### config.mk
export PLATFORM = sky130hd
export DESIGN_NAME = mb_drive_arb_flat
export DESIGN_NICKNAME = d
export VERILOG_FILES = /design/src/rtl/mb_drive_arb_if.sv /design/src/rtl/mb_drive_arb.sv /design/src/flat_wrapper.sv
export SDC_FILE = /design/constraint.sdc
export NUM_CORES = 1
export LEC_CHECK = 0
export BUFFER_PORTS_ARGS = -buffer_cell sky130_fd_sc_hd__buf_2
export CORE_UTILIZATION = 58
export CTS_CLUSTER_SIZE = 12
export DETAILED_ROUTE_END_ITERATION = 12
export PLACE_DENSITY = 0.81
export SYNTH_ARGS = -nofsm -noshare
export SYNTH_HDL_FRONTEND = slang
export SYNTH_SLANG_ARGS = --single-unit
### constraint.sdc
create_clock -name clk -period 4.05 [get_ports clk]
set_clock_uncertainty 0.15 [all_clocks]
set_input_delay 0 -clock clk [delete_from_list [all_inputs] [get_ports clk]]
set_output_delay 0 -clock clk [all_outputs]
set_load 0.02 [all_outputs]
### src/rtl/mb_drive_arb_if.sv
// Massbus drive-arbitration bundle.
// Groups the per-unit request/last/grant vectors, the RH11 handshake
// (devACKI in, devREQO out) and the tenure status outputs.
//   master : drive/RH11 side   -- drives req, last, devACKI
//   slave  : arbiter side      -- drives devREQO, gnt, sel, busy, tmo, wcnt
interface mb_drive_arb_if #(
  parameter int unsigned NUNITS = 8
);
  localparam int unsigned SW = $clog2(NUNITS);

  logic [NUNITS-1:0] req;
  logic [NUNITS-1:0] last;
  logic              devACKI;
  logic              devREQO;
  logic [NUNITS-1:0] gnt;
  logic [SW-1:0]     sel;
  logic              busy;
  logic              tmo;
  logic [15:0]       wcnt;

  modport master (
    output req, last, devACKI,
    input  devREQO, gnt, sel, busy, tmo, wcnt
  );

  modport slave (
    input  req, last, devACKI,
    output devREQO, gnt, sel, busy, tmo, wcnt
  );
endinterface

### src/rtl/mb_drive_arb.sv
// Round-robin arbiter for the drive units sharing the Massbus data path.
// A requesting unit wins a tenure (XFER), its words are counted on devACKI,
// and the tenure ends on last[sel], on the drive dropping req, or on a
// devACKI timeout. A RELEASE cycle advances the round-robin pointer.
// Ports:
//   clk      - clock, rising edge
//   rst      - synchronous active-low reset
//   devRESET - Massbus device reset, synchronous active-high (same as rst)
//   bus      - mb_drive_arb_if.slave: req, last, devACKI in;
//              devREQO, gnt, sel, busy, tmo, wcnt out
module mb_drive_arb #(
  parameter int unsigned NUNITS = 8,
  parameter int unsigned TMOCNT = 1023
) (
  input logic           clk,
  input logic           rst,
  input logic           devRESET,
  mb_drive_arb_if.slave bus
);
  localparam int unsigned SW = $clog2(NUNITS);
  localparam int unsigned TW = $clog2(TMOCNT + 1);

  typedef enum logic [1:0] {IDLE, XFER, RELEASE} state_t;

  state_t            state, state_nxt;
  logic [NUNITS-1:0] gnt, gnt_nxt;
  logic [SW-1:0]     sel, sel_nxt;
  logic [SW-1:0]     ptr, ptr_nxt;
  logic [15:0]       wcnt, wcnt_nxt;
  logic [TW-1:0]     tcnt, tcnt_nxt;
  logic              tmo, tmo_nxt;

  logic              found;
  logic [SW-1:0]     win;

  // First requester at or after ptr, wrapping to unit 0.
  always_comb begin
    found = 1'b0;
    win   = '0;
    for (int unsigned i = 0; i < NUNITS; i++) begin
      if (!found && bus.req[ptr + SW'(i)]) begin
        found = 1'b1;
        win   = ptr + SW'(i);
      end
    end
  end

  always_comb begin
    state_nxt = state;
    gnt_nxt   = gnt;
    sel_nxt   = sel;
    ptr_nxt   = ptr;
    wcnt_nxt  = wcnt;
    tcnt_nxt  = tcnt;
    tmo_nxt   = 1'b0;
    case (state)
      IDLE: begin
        gnt_nxt = '0;
        if (found) begin
          gnt_nxt   = NUNITS'(1) << win;
          sel_nxt   = win;
          wcnt_nxt  = '0;
          tcnt_nxt  = '0;
          state_nxt = XFER;
        end
      end
      XFER: begin
        // An ack wins over both the yield check and the terminal count.
        if (bus.devACKI) begin
          wcnt_nxt = wcnt + 16'd1;
          tcnt_nxt = '0;
          if (bus.last[sel]) begin
            gnt_nxt   = '0;
            state_nxt = RELEASE;
          end
        end else if (!bus.req[sel]) begin
          gnt_nxt   = '0;
          tcnt_nxt  = '0;
          state_nxt = RELEASE;
        end else if (tcnt == TW'(TMOCNT - 1)) begin
          gnt_nxt   = '0;
          tcnt_nxt  = '0;
          tmo_nxt   = 1'b1;
          state_nxt = RELEASE;
        end else begin
          tcnt_nxt = tcnt + TW'(1);
        end
      end
      RELEASE: begin
        gnt_nxt   = '0;
        ptr_nxt   = sel + SW'(1);
        state_nxt = IDLE;
      end
      default: begin
        gnt_nxt   = '0;
        state_nxt = IDLE;
      end
    endcase
  end

  always_ff @(posedge clk) begin
    if (!rst || devRESET) begin
      state <= IDLE;
      gnt   <= '0;
      sel   <= '0;
      ptr   <= '0;
      wcnt  <= '0;
      tcnt  <= '0;
      tmo   <= 1'b0;
    end else begin
      state <= state_nxt;
      gnt   <= gnt_nxt;
      sel   <= sel_nxt;
      ptr   <= ptr_nxt;
      wcnt  <= wcnt_nxt;
      tcnt  <= tcnt_nxt;
      tmo   <= tmo_nxt;
    end
  end

  assign bus.gnt     = gnt;
  assign bus.sel     = sel;
  assign bus.wcnt    = wcnt;
  assign bus.tmo     = tmo;
  assign bus.busy    = (state == XFER);
  assign bus.devREQO = (state == XFER) && bus.req[sel];
endmodule

### src/flat_wrapper.sv
// flat-port wrapper written by rule: the top's interface ports become plain ports
module mb_drive_arb_flat 
#(
  parameter int unsigned NUNITS = 8,
  parameter int unsigned TMOCNT = 1023
)
  (clk, rst, devRESET, bus_req, bus_last, bus_devACKI, bus_devREQO, bus_gnt, bus_sel, bus_busy, bus_tmo, bus_wcnt);
  mb_drive_arb_if #(.NUNITS(NUNITS)) bus_i ();
  input logic clk;
  input logic rst;
  input logic devRESET;
  input wire logic [$bits(bus_i.req)-1:0] bus_req;
  input wire logic [$bits(bus_i.last)-1:0] bus_last;
  input wire logic [$bits(bus_i.devACKI)-1:0] bus_devACKI;
  output wire logic [$bits(bus_i.devREQO)-1:0] bus_devREQO;
  output wire logic [$bits(bus_i.gnt)-1:0] bus_gnt;
  output wire logic [$bits(bus_i.sel)-1:0] bus_sel;
  output wire logic [$bits(bus_i.busy)-1:0] bus_busy;
  output wire logic [$bits(bus_i.tmo)-1:0] bus_tmo;
  output wire logic [$bits(bus_i.wcnt)-1:0] bus_wcnt;
  assign bus_i.req = bus_req;
  assign bus_i.last = bus_last;
  assign bus_i.devACKI = bus_devACKI;
  assign bus_devREQO = bus_i.devREQO;
  assign bus_gnt = bus_i.gnt;
  assign bus_sel = bus_i.sel;
  assign bus_busy = bus_i.busy;
  assign bus_tmo = bus_i.tmo;
  assign bus_wcnt = bus_i.wcnt;
  mb_drive_arb #(.NUNITS(NUNITS), .TMOCNT(TMOCNT)) u_core (.clk(clk), .rst(rst), .devRESET(devRESET), .bus(bus_i));
endmodule
==> results of run 1 <==
-- registers in the layout (all words and copies together) (netlist names) --
signal and cells:
u_core.bus.tmo 1, u_core.bus.gnt 8, u_core.bus.wcnt 16, u_core.ptr 3, u_core.state 2, u_core.bus.sel 3, u_core.tcnt 10
-- worst min-delay path, cell delays in order --
cell	delay [ns]
buf_2	0.10
nor2b_1	0.19
o21ai_0	0.09
a21oi_1	0.04
-- layer usage --
layer  vias up  routed length, µm  track usage (%)
met5         -                  0                0
met4         0                 89             8.11
met3        11                695             5.36
met2       151               3560             43.6
met1      1415               3400             36.9
li1       1423                  -                -
-- power by group through the flow --
| stage | clock network [mW] | registers (mW) | logic, mW |
|---|---|---|---|
| 6_report | 0.268 | 0.435 | 0.150 |
| 5_1_grt | 0.290 | 0.436 | 0.162 |
| 4_1_cts | 0.276 | 0.435 | 0.148 |
| 3_5_place_dp | 0 | 0.444 | 0.145 |
| 3_3_place_gp | 0 | 0.444 | 0.141 |
| 2_1_floorplan | 0 | 0.444 | 0.109 |
-- worst paths after layout --
check | startpoint | endpoint | cells after the start
setup reg to reg | u_core.ptr[0]$_SDFFE_PP0N_ | u_core.bus.wcnt[4]$_SDFFE_PP0P_ | 9
hold reg to reg | u_core.bus.gnt[1]$_SDFFE_PP0P_ | u_core.bus.gnt[1]$_SDFFE_PP0P_ | 2
hold / removal | rst | u_core.bus.sel[1]$_SDFFE_PP0P_ | 4
setup / recovery | u_core.ptr[0]$_SDFFE_PP0N_ | u_core.bus.wcnt[4]$_SDFFE_PP0P_ | 9
-- metrics by stage --
stage | hold slack (ns) | std cells | area (µm²) | util, % | setup WS (ns)
floorplan | 0.0245 | 351 | 3280 | - | 0.511
global placement | 0.182 | 450 | 3500 | 63.9 | 0.541
detailed placement | 0.187 | 450 | 3500 | 63.9 | 0.407
CTS | 0.0154 | 460 | 3600 | 65.9 | 0.405
global route | 0.0479 | 460 | 3600 | 65.9 | 0.193
finish | 0.0266 | 460 | 3600 | 65.9 | 0.364
-- synth_stat cells, types with 5 or more instances --
cell / number / area, µm²
nand4_1: 5 / 31.3
mux2i_1: 17 / 170
a211oi_1: 5 / 37.5
or4_1: 11 / 82.6
dfxtp_1: 43 / 861
o21ai_0: 9 / 45.0
nand2_1: 30 / 113
a21oi_1: 28 / 140
o31ai_1: 17 / 128
buf_2: 5 / 25.0
nand3_1: 10 / 50.1
ha_1: 6 / 75.1
clkbuf_1: 14 / 52.6
inv_1: 14 / 52.6
mux4_1: 12 / 315
xnor2_1: 6 / 52.6
or3_1: 6 / 37.5
nor2_1: 28 / 105
mux4_2: 12 / 270
-- logic make-up (layout without fill, tap and decap cells) --
group | after synthesis | after routing | synth area share (%)
xor gates and xnor gates | 11 | 11 | 3.17
muxes | 46 | 46 | 25.2
AOI/OAI and AO/OA | 85 | 85 | 17.9
DFF | 43 | 43 | 26.3
adders and majority gates | 6 | 6 | 2.29
buffers and inverters | 43 | 80 | 6.41
and+or+nand+nor | 117 | 117 | 18.7
-- area by class of cell --
type / instances / area, µm²
Clock buffer: 6 / 72.6
Multi-Input combinational cell: 265 / 2210
Clock inverter: 2 / 12.5
Inverter: 16 / 60.1
Fill cell: 451 / 1870
Timing Repair Buffer: 56 / 303
Tap cell: 72 / 90.1
Sequential cell: 43 / 861
-- timing repair --
item | CTS | global route
setup buffers | 0 | 0
endpoints found under the hold margin | 5 | 0
hold buffers | 2 | 0
==> metrics.txt, run 1 <==
Slew Limit Fails 0; Final #Nets 413; sequential power share between 50% and 60%; P_sw 0.241 mW; RSZ-0062 raised after global routing false; remaining antenna violation count 0; worst reg-to-reg setup slack 0.36 ns; commonest non-fill, non-tap cells in the layout buf_2 (49), dfxtp_1 (43), nand2_1 (30); post-DR vias/cell ~6.5; number of synthesized register bits 43; DRC Markers 0; EDFF count, synth 0; Cells after Synth 351; synthesized cell area 3280 µm²; clock share of power 31.4%; Lkg Pwr 1.35 nW; worst min path class in -> reg; Buffers & Inverters on Critical Path 1; initial antenna violation count 0; CTS tree done; Num CTS Buffers 5; Die Wd 77.2 µm; Tot Pwr 0.853 mW; PwrDens 237 nW/µm²; drt pass-1 iters 4; critical path fanouts, max 8; clock-pin transition on the worst setup and hold timing paths 0.09 ns; Max Cap Viol 0; first-pass GRT wire length 13.1 mm; layout cells sized above 1 between 20% and 30%; largest net degree at the start of global routing 30; Worst-Skew Late Latency ~0.3 ns; critical path data required time roughly 4.2 ns; routed length per instance 16.8 µm; Slew Limit Headroom between 40% and 50%; Detailed Place HPWL 5.49 mm; CP startpoint kind flop; vias post-DR 3000; gpl congestion 1.04; Comb pwr share 17.6%; library cells used by synthesis 62; element type at the critical path end flop; Seq/Total Area, Yosys around a quarter; clock sink total 43; critical path arrival ~3.8 ns; P&R area growth vs syn 10.0%; sw frac between 20% and 30%; Final Setup Violations 0; Std-Cell Rows 27; DR iter-0 viols between 150 and 200; die area between 5000 and 6000 µm²; slowest stage delay, CP ~0.61 ns; Total Wirelength approximately 7.7 mm; commonest non-fill, non-tap cell in the layout buf_2; I/O Pins 50; Total GRT Usage 27.2%; syn nets 377; maximum VDD drop between 100 and 150 µV; Core Region 5470 µm²; Final min period approximately 3.7 ns; total internal power between 0.6 and 0.7 mW; top cell family by delay on the critical path simple AND/OR/NAND/NOR gates; Slowest-stage cell, CP mux4_1; Synth async-reset ratio 0%; Worst-Margin Slew 0.771 ns; Max Freq 271 MHz; CTS root buf clkbuf_8; Die Y slightly below 80 µm; Diodes inserted 0; prevailing post-synth register cell dfxtp_1; Final Hold Fails 0; vias in the first global route around 2800; Final Cycle Share 91.0%; Post-Syn Area per Cell 9.34 µm²; post-CTS sizing 0; Syn. warnings 0; H-tree depth 2; outcome finished, final reports clean; gr ovfl total 0; CTS max path bufs 2; post-route setup TNS 0 ns; IO Port Bufs around 50; critical path class reg -> reg; Initial Util about three fifths; worst-path cell chain inv_2 -> ha_1 -> xor2_2 -> mux4_1 -> mux2i_1 -> and4b_1 -> o21ai_2 -> or4_1 -> nand2_1
(Power assumes the default switching activity.)
==> run 2: changes to the inputs <==
- HOLD_SLACK_MARGIN: not set -> 0.12
==> metrics.txt, run 2 (same netlist as run 1, synthesis figures left out) <==
Metal-1 WL 3.41 mm (+0.32%); setup repair bufs after CTS 0 (unchanged); Worst-Skew Late Latency 0.30 ns (about the same); commonest non-fill, non-tap cells in the layout buf_2 (49), dfxtp_1 (43), nand2_1 (30); IO Port Bufs 49 (unchanged); Setup WS post-layout 0.362 ns (-0.00233 ns); maximum VDD drop 146 µV (about the same); worst-path cell chain inv_2 -> ha_1 -> xor2_2 -> mux4_1 -> mux2i_1 -> and4b_1 -> o21ai_2 -> or4_1 -> nand2_1; max FFs per register 16 (unchanged); routed wl met3 682 µm (-1.9%); H-tree depth 2 (unchanged); Num CTS Buffers 5 (unchanged); Diodes inserted 0 (unchanged); remaining antenna violation count 0 (unchanged); vias post-DR 3007 (+0.23%); element type at the critical path end flop; metal2 WL 3.55 mm (about the same); PwrDens 236 nW/µm² (-0.21%); post-DR vias/cell 6.52 (about the same); routed length per instance 16.8 µm (+0.11%); cts hold-fix bufs 3 (+1); critical path class reg -> reg; Max Cap Viol 0 (unchanged); DR top layer met4; Total GRT Usage 27.3% (+0.10 points); clock sink total 43 (unchanged); critical path fanouts, max 8 (unchanged); critical path data required time 4.15 ns (about the same); Final min period 3.69 ns (+0.00233 ns); DRC Markers 0 (unchanged); Initial Util 59.9% (unchanged); gr ovfl total 0 (unchanged); layout cells sized above 1 22.9% (-0.059 points); Buffers & Inverters on Critical Path 1 (unchanged); largest net degree at the start of global routing 30 (unchanged); critical path arrival 3.79 ns (about the same); drt pass-1 iters 4 (unchanged); Detailed Place HPWL 5.49 mm (unchanged); P&R area growth vs syn 10.3%; DR iter-0 viols 186 (-2.1%); RSZ-0062 raised after global routing false; Biggest register u_core.bus.wcnt; post-route setup TNS 0 ns (unchanged); CTS max path bufs 2 (unchanged); Final Cycle Share 91.1% (about the same); CP startpoint kind flop; worst-case setup slack after placement 0.407 ns (unchanged); Std-Cell Rows 27 (unchanged); worst min path class reg -> reg; slowest stage delay, CP 0.61 ns (about the same); CTS tree done; Max Freq 271 MHz (about the same); gpl congestion 1.04 (unchanged); top flop regs u_core.bus.wcnt: 16 flops, u_core.tcnt: 10 flops, u_core.bus.gnt: 8 flops; Final Setup Violations 0 (unchanged); initial antenna violation count 0 (unchanged); Slew Limit Headroom 49.6% (+1.0 points); Slew Limit Fails 0 (unchanged); die area 5950 µm² (unchanged); Die Wd 77.2 µm (unchanged); Slowest-stage cell, CP mux4_1; I/O Pins 50 (unchanged); post-CTS sizing 0 (unchanged); Final Hold Fails 0 (unchanged); clock-pin transition on the worst setup and hold timing paths 0.09 ns (about the same); Worst-Margin Slew 0.755 ns (-0.0155 ns); outcome finished, final reports clean; Total Wirelength 7.76 mm (+0.32%); first-pass GRT wire length 13.2 mm (+0.31%); Final #Nets 414 (+0.24%); Die Y 77.2 µm (unchanged); top cell family by delay on the critical path simple AND/OR/NAND/NOR gates; Core Region 5470 µm² (unchanged); Lkg Pwr 1.35 nW (+0.31%); final core occ 66.0% (+0.18 points); commonest non-fill, non-tap cell in the layout buf_2; CTS root buf clkbuf_8; vias in the first global route 2785 (+0.43%)
==> run 2: tightest hold or removal path, delay by kind of cell (launching register included) <==
family | cells | cell delay, ns
DFF | 1 | 0.33
AOI/OAI and AO/OA | 1 | 0.05
and+or+nand+nor | 1 | 0.05
==> run 2: per-layer routing <==
layer  GRT usage, %  up-vias
li1               -     1423
met1           36.9     1419
met2           44.0      148
met3           5.36       17
met4           8.11        0
met5              0        -
==> run 2: where the power goes <==
| group | leakage [nW] | internal, mW | switching (mW) |
|---|---|---|---|
| Combinational | 0.962 | 0.0645 | 0.0867 |
| Clock | 0.0412 | 0.121 | 0.147 |
| Sequential | 0.347 | 0.427 | 0.00760 |
| Total | 1.35 | 0.612 | 0.241 |
==> run 2: layout make-up <==
class                      instances  area, µm²
timing repair buffer              57        313
tap                               72       90.1
clock inverter                     2       12.5
clock buffer                       6       72.6
multi-input combinational        265       2210
inverter                          16       60.1
sequential                        43        861
fill                             450       1860
==> run 2: worst paths after layout <==
check / slack [ns] / from / end / depth (start not counted)
setup / recovery: 0.36 / u_core.ptr[0]$_SDFFE_PP0N_ / u_core.bus.wcnt[4]$_SDFFE_PP0P_ / 9
hold / removal: 0.30 / u_core.bus.gnt[1]$_SDFFE_PP0P_ / u_core.bus.gnt[1]$_SDFFE_PP0P_ / 2
setup reg to reg: 0.36 / u_core.ptr[0]$_SDFFE_PP0N_ / u_core.bus.wcnt[4]$_SDFFE_PP0P_ / 9
hold reg to reg: 0.30 / u_core.bus.gnt[1]$_SDFFE_PP0P_ / u_core.bus.gnt[1]$_SDFFE_PP0P_ / 2
==> run 2: through the flow <==
stage	cell area [µm²]	hold WS, ns	cells	total power, mW
2_1_floorplan	3280	0.0245	351	0.553
3_3_place_gp	3500	0.182	450	0.585
3_5_place_dp	3500	0.187	450	0.590
4_1_cts	3610	0.307	461	0.859
5_1_grt	3610	0.326	461	0.889
6_report	3610	0.304	461	0.853
==> run 3: changes to the inputs <==
- CORE_UTILIZATION: 58 -> 60
- PLACE_DENSITY: 0.81 -> 0.84
- clock period: 4.05 -> 4.5 ns (I/O delays scaled with it)
==> metrics.txt, run 3 (same netlist as run 1, synthesis figures left out) <==
CTS max path bufs 2 (unchanged); Biggest register u_core.bus.wcnt; first-pass GRT wire length 13.0 mm (-1.4%); Worst-Margin Slew 0.709 ns (-0.0465 ns); commonest non-fill, non-tap cell in the layout buf_2; DR iter-0 viols 219 (+18%); total internal power 0.607 mW (-0.77%); routed length per instance 16.8 µm (-0.41%); clock share of power 36.8% (+5.5 points); CP startpoint kind flop; clock sink total 43 (unchanged); metal2 WL 3.67 mm (+3.3%); drt pass-1 iters 5 (+1); post-route setup TNS 0 ns (unchanged); Final Hold Fails 0 (unchanged); Num CTS Buffers 5 (unchanged); multi-input logic area 2210 µm² (unchanged); worst reg-to-reg setup slack 0.53 ns (+0.16 ns); Lkg Pwr 1.36 nW (+1.0%); RSZ-0062 raised after global routing false; Initial Util 63.4% (+3.5 points); vias post-DR 2993 (-0.47%); Final min period 3.97 ns (+0.286 ns); Worst-Skew Late Latency 0.30 ns (about the same); commonest non-fill, non-tap cells in the layout buf_2 (49), dfxtp_1 (43), nand2_1 (30); Comb pwr share 16.1% (-1.6 points); critical path data required time 4.59 ns (+0.44 ns); IO Port Bufs 49 (unchanged); setup repair bufs after CTS 0 (unchanged); maximum VDD drop 156 µV (+7.0%); clock-pin transition on the worst setup and hold timing paths 0.09 ns (about the same); Max Freq 252 MHz (-7.2%); Metal-1 WL 3.22 mm (-5.6%); gpl congestion 0.918 (-12%); largest net degree at the start of global routing 19 (-37%); CTS root buf clkbuf_8; routed wl met3 640 µm (-6.2%); sw frac 26.9% (-1.4 points); post-DR vias/cell 6.53 (+0.19%); gr ovfl total 0 (unchanged); Total GRT Usage 27.7% (+0.34 points); Final Cycle Share 88.3% (-2.8 points); layout cells sized above 1 22.9% (+0.059 points); critical path fanouts, max 18 (+10); Final Cell Area 3630 µm² (+0.48%); critical path class reg -> reg; Area after DPL 3490 µm² (-0.29%); PwrDens 229 nW/µm² (-3.1%); die area 5760 µm² (-3.3%); CTS tree done; remaining antenna violation count 0 (unchanged); P_sw 0.224 mW (-7.3%); Detailed Place HPWL 5.47 mm (-0.40%); Max Cap Viol 0 (unchanged); initial antenna violation count 0 (unchanged); Tot Pwr 0.831 mW (-2.6%); vias in the first global route 2765 (-0.72%); Std-Cell Rows 26 (-3.7%); I/O Pins 50 (unchanged); critical path arrival 4.06 ns (+0.27 ns); Diodes inserted 0 (unchanged); worst min path class in -> reg; Final #Nets 413 (-0.24%); H-tree depth 2 (unchanged); outcome finished, final reports clean; Fillers 374 (-17%); max FFs per register 16 (unchanged); P&R area growth vs syn 10.8%; sequential power share 47.1% (-3.8 points); FF+latch area 861 µm² (unchanged); Slew Limit Fails 0 (unchanged); Core Region 5170 µm² (-5.5%); DRC Markers 0 (unchanged); Die Y 75.9 µm (-1.6%); top flop regs u_core.bus.wcnt: 16 flops, u_core.tcnt: 10 flops, u_core.bus.gnt: 8 flops; Final Setup Violations 0 (unchanged); Die Wd 75.9 µm (-1.6%); Slew Limit Headroom 52.8% (+3.2 points); Total Wirelength 7.68 mm (-1.1%); element type at the critical path end flop; DR top layer met4
-- run 3: cell types whose count changed in the layout (fill, tap and decap cells not counted) --
cell	change
clkinvlp_4	-1
bufinv_16	+1
clkinv_4	+1
buf_4	-1
clkbuf_1	-1
-- run 3: layout make-up --
type | count | area share, %
sequential | 43 | 23.7
clock buffer | 5 | 1.89
multi-input combinational | 265 | 60.7
inverter | 16 | 1.65
timing repair buffer | 56 | 8.41
tap | 70 | 2.41
clock inverter | 3 | 1.21
-- run 3: stage by stage --
| step | utilization [%] | hold WS (ns) | worst slack (ns) | cells |
|---|---|---|---|---|
| 2_1_floorplan | - | 0.0245 | 0.961 | 351 |
| 3_3_place_gp | 67.5 | 0.172 | 0.756 | 447 |
| 3_5_place_dp | 67.5 | 0.174 | 0.563 | 447 |
| 4_1_cts | 70.2 | 0.150 | 0.536 | 458 |
| 5_1_grt | 70.2 | 0.183 | 0.308 | 458 |
| 6_report | 70.2 | 0.157 | 0.526 | 458 |
-- run 3: timing repair --
action,CTS,global route
hold buffers,3,0
hold endpoints to repair,19,0
gates resized for setup,0,0
-- run 3: path summary, 6_finish.rpt --
kind	startpoint	to	cells past startpoint
setup / recovery	u_core.ptr[0]$_SDFFE_PP0N_	u_core.bus.wcnt[6]$_SDFFE_PP0P_	10
hold / removal	rst	u_core.bus.wcnt[3]$_SDFFE_PP0P_	4
setup reg to reg	u_core.ptr[0]$_SDFFE_PP0N_	u_core.bus.wcnt[6]$_SDFFE_PP0P_	10
hold reg to reg	u_core.bus.gnt[5]$_SDFFE_PP0P_	u_core.bus.gnt[5]$_SDFFE_PP0P_	2
-- run 3: per-layer routing --
metal,up-vias,track usage [%]
met5,-,0
met4,0,10.8
met3,17,6.14
met2,140,43.9
met1,1417,36.8
li1,1419,-
-- run 3: power groups by stage --
stage               Combinational, mW  Sequential, mW  Clock, mW
finish                          0.134           0.391      0.306
detailed placement              0.129           0.400          0
global placement                0.126           0.400          0
floorplan                      0.0982           0.400          0
CTS                             0.131           0.391      0.310
global route                    0.145           0.393      0.322
-- run 3: worst max-delay path: stages, from the launching register on --
cell and delay [ns]:
dfxtp_1 0.36, inv_2 0.11, ha_1 0.77, mux2i_1 0.20, mux4_2 0.50, a32oi_1 0.33
nand4b_2 0.27, o211ai_2 0.28, buf_4 0.29, or4_1 0.50, a21oi_1 0.16
